[config.mk]
export PLATFORM = sky130hd
export DESIGN_NAME = mcycle_alu_seq
export DESIGN_NICKNAME = d
export VERILOG_FILES = /design/src/rtl/mcycle_alu_seq.sv
export SDC_FILE = /design/constraint.sdc
export NUM_CORES = 1
export LEC_CHECK = 0
export BUFFER_PORTS_ARGS = -buffer_cell sky130_fd_sc_hd__buf_2
export CORE_MARGIN = 1
export CORE_UTILIZATION = 38
export DETAILED_ROUTE_END_ITERATION = 6
export HOLD_SLACK_MARGIN = 0.03
export MAX_ROUTING_LAYER = met4
export PLACE_DENSITY = 0.67
export SLEW_MARGIN = 20
export SYNTH_ARGS = -nofsm -noshare
export SYNTH_HDL_FRONTEND = slang
export SYNTH_SLANG_ARGS = --single-unit
[constraint.sdc]
create_clock -name CLK -period 4.6 [get_ports CLK]
set_clock_uncertainty 0.2 [all_clocks]
set_input_delay 0.23 -clock CLK [delete_from_list [all_inputs] [get_ports CLK]]
set_output_delay 0.23 -clock CLK [all_outputs]
set_load 0.005 [all_outputs]
[src/rtl/mcycle_alu_seq.sv]
// Multi-cycle unsigned multiply/divide sequencer. Borrows the shared ALU for its adds and subtracts.
// Each operation runs one iteration per clock for WIDTH clocks.
module mcycle_alu_seq #(
  parameter int unsigned WIDTH = 32
) (
  input  logic             CLK,
  input  logic             RESETN,
  input  logic             Start,
  input  logic             MCycleOp,
  input  logic [WIDTH-1:0] Operand1,
  input  logic [WIDTH-1:0] Operand2,
  output logic [WIDTH-1:0] Result1,
  output logic [WIDTH-1:0] Result2,
  output logic             Busy,
  output logic             Done,
  output logic [WIDTH-1:0] ALU_SrcA,
  output logic [WIDTH-1:0] ALU_SrcB,
  output logic [3:0]       ALU_Control,
  output logic             ALU_Carry,
  input  logic [WIDTH-1:0] ALU_Result,
  input  logic [3:0]       ALU_Flags
);

  localparam int unsigned CntW = $clog2(WIDTH);
  localparam logic [CntW-1:0] LastIter = CntW'(WIDTH - 1);

  localparam logic [3:0] AluAdd = 4'b0000;
  localparam logic [3:0] AluSub = 4'b0001;
  localparam logic [3:0] AluMov = 4'b1101;

  typedef enum logic [1:0] {StIdle, StCompute, StDone} state_e;

  state_e          state_q, state_d;
  logic [CntW-1:0] cnt_q, cnt_d;
  logic            op_q, op_d;
  // hi holds H (mul) or R (div); lo holds L or Q; opnd holds M or D.
  logic [WIDTH-1:0] hi_q, hi_d, lo_q, lo_d, opnd_q, opnd_d;
  logic [WIDTH-1:0] res1_q, res1_d, res2_q, res2_d;

  logic             alu_c;
  logic [WIDTH-1:0] div_s;
  logic             unused_flags;

  assign alu_c        = ALU_Flags[1];
  assign unused_flags = ^{ALU_Flags[3:2], ALU_Flags[0]};
  assign div_s        = {hi_q[WIDTH-2:0], lo_q[WIDTH-1]};

  assign Result1 = res1_q;
  assign Result2 = res2_q;
  assign Busy    = (state_q == StCompute);
  assign Done    = (state_q == StDone);

  // ALU drive depends only on registered state, never on Start.
  always_comb begin
    ALU_Carry   = 1'b0;
    ALU_Control = AluMov;
    ALU_SrcA    = '0;
    ALU_SrcB    = '0;
    if (state_q == StCompute) begin
      if (op_q) begin
        ALU_Control = AluSub;
        ALU_SrcA    = div_s;
        ALU_SrcB    = opnd_q;
      end else begin
        ALU_Control = AluAdd;
        ALU_SrcA    = hi_q;
        ALU_SrcB    = opnd_q;
      end
    end
  end

  always_comb begin
    state_d = state_q;
    cnt_d   = cnt_q;
    op_d    = op_q;
    hi_d    = hi_q;
    lo_d    = lo_q;
    opnd_d  = opnd_q;
    res1_d  = res1_q;
    res2_d  = res2_q;
    unique case (state_q)
      StIdle: begin
        if (Start) begin
          state_d = StCompute;
          cnt_d   = '0;
          op_d    = MCycleOp;
          hi_d    = '0;
          lo_d    = MCycleOp ? Operand1 : Operand2;
          opnd_d  = MCycleOp ? Operand2 : Operand1;
        end
      end
      StCompute: begin
        cnt_d = cnt_q + 1'b1;
        if (op_q) begin
          // A set MSB means the shifted remainder is 33 bits wide and always exceeds D.
          if (hi_q[WIDTH-1] | alu_c) begin
            hi_d = ALU_Result;
            lo_d = {lo_q[WIDTH-2:0], 1'b1};
          end else begin
            hi_d = div_s;
            lo_d = {lo_q[WIDTH-2:0], 1'b0};
          end
        end else if (lo_q[0]) begin
          {hi_d, lo_d} = {alu_c, ALU_Result, lo_q[WIDTH-1:1]};
        end else begin
          {hi_d, lo_d} = {1'b0, hi_q, lo_q[WIDTH-1:1]};
        end
        if (cnt_q == LastIter) begin
          state_d = StDone;
          res1_d  = lo_d;
          res2_d  = hi_d;
        end
      end
      StDone: state_d = StIdle;
      default: state_d = StIdle;
    endcase
  end

  always_ff @(posedge CLK) begin
    if (!RESETN) begin
      state_q <= StIdle;
      cnt_q   <= '0;
      op_q    <= 1'b0;
      hi_q    <= '0;
      lo_q    <= '0;
      opnd_q  <= '0;
      res1_q  <= '0;
      res2_q  <= '0;
    end else begin
      state_q <= state_d;
      cnt_q   <= cnt_d;
      op_q    <= op_d;
      hi_q    <= hi_d;
      lo_q    <= lo_d;
      opnd_q  <= opnd_d;
      res1_q  <= res1_d;
      res2_q  <= res2_d;
    end
  end

endmodule

After elaboration in Yosys (flattened, before gate mapping)

Cells that the tools add are included.

Bitwise logic cells: 1
Reductions and logical operators: 6
Multiplexer cells: 22
Equal/unequal tests: 5
Add/sub/neg operators: 1

Operators by type and width:

| cell                                                                     | number |
|---|---|
| 32-bit two-way mux                                                       | 12 |
| 32-bit one-hot mux with 2 select lines                                   | 2 |
| 5-bit one-hot mux with 2 select lines                                    | 1 |
| 2-bit AND reduction                                                      | 4 |
| 5-bit by 1-bit adder with 5-bit output (second input constant)           | 1 |
| 5-bit == test (second input constant)                                    | 1 |
| 5-bit two-way mux                                                        | 1 |
| 2-bit two-way mux                                                        | 2 |
| 4-bit two-way mux                                                        | 1 |
| 2-bit one-hot mux with 2 select lines                                    | 1 |
| 2-bit by 1-bit == test with 1-bit output (second input constant)         | 1 |
| 2-bit == test (second input constant)                                    | 1 |
| 2-bit zero test                                                          | 1 |
| 1-bit two-way mux                                                        | 2 |
| 2-bit by 1-bit inequality test with 1-bit output (second input constant) | 1 |
| 2-bit inequality test (second input constant)                            | 1 |
| 2-bit nonzero test                                                       | 1 |
| 1-bit bitwise OR                                                         | 1 |

Register bits after elaboration: 168
Output and inout bits: 135
Bits of input ports: 104
Logic and storage cells: 43

Depth between registers and ports, before layout

Depth in word-level cells: 4
Mapped depth: 8
Mapped depth without buffers: 6

Worst setup path before layout

OpenSTA, ideal clock, no wires.

Path type: register to register
Start: register cnt_q[0]
End: register res2_q[11] (netlist: Result2[11])
Arrival time: 1.667 ns
Path buffers: 2
Clock period less this slack: 1.995 ns
Stages on the path, launching flop included: 9
Path slack: 2.605 ns
Library setup time: 0.129 ns
Data required time: 4.271 ns
Path through: dfxtp_1 -> ha_1 -> and3_1 -> ha_1 -> and3b_1 -> buf_2 -> nand2_1 -> clkbuf_1 -> o21ai_0

Word-level cells in the longest chain between the ends: 2

Ends and longest elaborated chain:

| item                          | RTL line | source |
|---|---|---|
| start, declared               | 34       | `logic [CntW-1:0] cnt_q, cnt_d;` |
| start signal, assigned        | 131      | `cnt_q <= cnt_d;` |
| 5-bit == test                 | 108      | `if (cnt_q == LastIter) begin` |
| 2-bit AND reduction (no line) | n/a      |  |
| end signal, assigned          | 137      | `res2_q <= res2_d;` |
| end, declared                 | 38       | `logic [WIDTH-1:0] res1_q, res1_d, res2_q, res2_d;` |

Every way passes these cells.
A chain may end at the register's enable or synchronous reset.

Worst setup path after layout

Start: register state_q[0]
End: output ALU_SrcB[21]

Word-level cells in the longest chain between the ends: 2

Ends and longest elaborated chain:

| item                                     | RTL line | source |
|---|---|---|
| start, declared                          | 33       | `state_e state_q, state_d;` |
| start signal, assigned                   | 121      | `state_q <= StIdle;` |
| start signal, assigned                   | 130      | `state_q <= state_d;` |
| 2-bit by 1-bit == test with 1-bit output | 59       | `if (state_q == StCompute) begin` |
| 32-bit two-way mux                       | 59       |  |
| end, declared                            | 17       | `output logic [WIDTH-1:0] ALU_SrcB,` |

Every way passes these cells.

==> out/qor.yml <==
outcome:
  status: "complete, no violations"
pwr:
  peakVddDrop_uv: 226
  p_per_area_nw_per_um2: 318
  p_leak_nw: 4.46
run:
  max-cap-violations: 0
floorplan:
  boundaryPins: 239
  start_util: 0.387
  dieArea_um2: 23700
  core-area_um2: 22600
  die_height_um: 154
  num_rows: 55
  die_w_um: 154
placement:
  gp_congestion: 0.783
  port_buffers: 233
  dp_hpwl_um: 16200
  placedCellCount: 1387
synth:
  synthCells: 955
  ys_async_sr_fraction: 0
  ys_seq_area_frac: 0.383
  synth_warnings: 0
  yosysUniqueCellTypes: 44
  synth.avg_cell_area_um2: 9.19
  synth_edf_count: 0
  synth_top_flop_cell: "dfxtp_1"
  ys_ff_latch: 168
  syn-cell-area_um2: 8770
routing:
  drt_iter0_drc: 479
  vias: 8136
  viasPerCell: 5.48
  drc_errors: 0
  antenna_left: 0
  dr.pass1.iters: 4
  drt-total-wl_um: 25800
  avgRoutedWirePerCell_um: 17.3
critical_path:
  crit_arrival_ns: 2.39
  cp_top_family: "buffers and inverters"
  cp_slowest_cell: "dfxtp_1"
  worst-path-buf-inv: 3
  cpPeakStageDelay_ns: 0.54
  worstReg2RegEnd: "lo_q[9]"
  rr_worst_depth: 4
  crit_type: "reg2out"
  crit_required_ns: 4.17
  crit_path_cell_trace: "nand2b_2 > inv_1 > buf_4 > and2_1 > buf_2"
  rr_startpoint: "state_q[1]"
  start_kind: "flip-flop"
  critPathMaxFanout: 41
  r2r_slack_ns: 1.87
  endpoint_kind: "primary output"
cts:
  clock_latency_ns: 0.43
  cts_root_buffer: "clkbuf_16"
  clock_sinks: 168
  cts_tree: "done"
  post_cts_buffers: 0
  clk_pin_slew_ns: 0.06
  clock_path_buffers: 2
  htree_num_levels: 4
  cts_buffers: 17
sta:
  clock.fmax_mhz: 354
  rsz0062_at_grt: "false"
  hold_violations: 0
  tightest_slew_ns: 1.07
  fin_crit_sh: 0.614
  fin_tns_setup_ns: 0
  finalSetupViolCount: 0
  fin_crit_ns: 2.82
  max-slew-margin-rel: 0.283
  finalMaxSlewViolations: 0
min_path:
  min_delay_worst_endpoint: "Result2[13]"
  min_path_cells: 4
  hold_path.class: "in2reg"
  min-delay-start: "ALU_Result[13]"
grt:
  grt_pass1_wl_um: 41400
  grt_use_total: 0.225
  grt_max_degree: 95
  antenna_found_initial: 2
  grt_overflow_total: 0
  grt_pass1_vias: 7886
cells_and_area:
  drive_gt1_frac: 0.275
  nets: 1292
  syn2layout_area_growth_pct: 27.3
  layout.cells.non_filler: 1486
  nFillCells: 2151
## registers in the layout, indices dropped and copies added, names as in the netlist
name	count
cnt_q	5
lo_q	32
Result2	32
opnd_q	32
Result1	32
state_q	2
op_q	1
hi_q	32
## worst reg2reg max path, delay by kind of cell (launching register included)
kind / cells / cell delay [ns]
AND/OR/NAND/NOR: 2 / 1.04
flip-flops: 1 / 0.47
buffers and inverters: 1 / 0.45
AO/OA/AOI/OAI: 1 / 0.46
## cell type report
class	count	area [um^2]	share of cell area
inverters	5	18.8	0.00168
diodes	2	5.00	0.000448
well taps	285	357	0.0319
clock inverters	13	133	0.0119
repair buffers	314	1940	0.174
multi-input cells	680	4900	0.439
clock buffers	19	443	0.0397
flip-flops and latches	168	3370	0.302
## power breakdown
part / switching [W] / internal, W / total, W
clock network: 0.000647 / 0.000775 / 0.00142
logic: 0.000281 / 0.000263 / 0.000544
registers: 0.0000710 / 0.00151 / 0.00159
## worst max path at each step
| stage | start | to | slack (ns) | depth (start not counted) |
|---|---|---|---|---|
| after floorplan | cnt_q[0] | Result2[11] | 2.60 | 8 |
| final | state_q[0] | ALU_SrcB[21] | 1.78 | 5 |
| after global placement | state_q[0] | hi_q[12] | 1.83 | 4 |
| after global routing | state_q[0] | ALU_SrcB[0] | 1.55 | 5 |
| after detailed placement | state_q[1] | lo_q[23] | 1.88 | 4 |
| after CTS | state_q[0] | ALU_SrcB[0] | 1.75 | 5 |
## timing repair
action | in CTS | in global routing
gates resized for setup | 0 | 0
hold buffers | 65 | 0
endpoints found under the hold margin | 44 | 0
## layout by cell type (no fill, tap or decap), types with 23 or more instances in the layout
cell           netlist  final
mux2_2              33     33
o2bb2ai_1           30     30
nor2_1             111    110
dlygate4sd3_1        0     65
nand3_1             34     34
dfxtp_1            168    166
nand2b_1            32     31
a211oi_1            75     75
buf_2               43    232
a21oi_1             23     23
o21ai_0             35     35
or4b_1              23     23
mux2i_1            114    114
and2_1              35     35
o221ai_1            30     30
## synthesized netlist by cell type (all sizes together), types with 18 or more instances
cell type  number  area, um^2
dfxtp         168        3360
mux2i         114        1140
nor2          111         417
a211oi         75         563
buf            57         339
clkbuf         46         178
o21ai          37         185
and2           35         219
nand3          34         170
mux2           33         372
nand2b         32         200
o221ai         30         263
o2bb2ai        30         263
or4b           30         300
nand2          24        90.1
a21oi          23         115
o22a           18         158
## per-layer routing
metal / vias to the layer above / part of all wire / GRT usage
met5: - / 0 / -
met4: 0 / 0.024 / 0.0805
met3: 43 / 0.061 / 0.0485
met2: 284 / 0.46 / 0.356
met1: 3800 / 0.46 / 0.281
li1: 4009 / - / -
## per-stage QoR
stage | area (um^2) | power, W | utilization | worst slack [ns] | hold slack, ns
global route | 11200 | 0.00371 | 0.493 | 1.55 | 0.0968
finish | 11200 | 0.00355 | 0.493 | 1.78 | 0.0738
floorplan | 8780 | 0.00195 | - | 2.60 | 0.234
global placement | 9920 | 0.00210 | 0.438 | 1.83 | 0.242
detailed placement | 9930 | 0.00210 | 0.439 | 1.88 | 0.247
CTS | 11200 | 0.00357 | 0.493 | 1.75 | 0.0607
## logic make-up after synthesis
| logic type | after synthesis | share of synthesized area |
|---|---|---|
| adder cells (fa/ha/maj) | 2 | 0.00285 |
| AND/OR/NAND/NOR | 289 | 0.178 |
| AO/OA/AOI/OAI | 240 | 0.202 |
| flip-flops | 168 | 0.383 |
| multiplexers | 147 | 0.172 |
| buffers and inverters | 108 | 0.0610 |
| other | 1 | 0.000427 |
No activity file was read; power rests on OpenSTA's default activity.
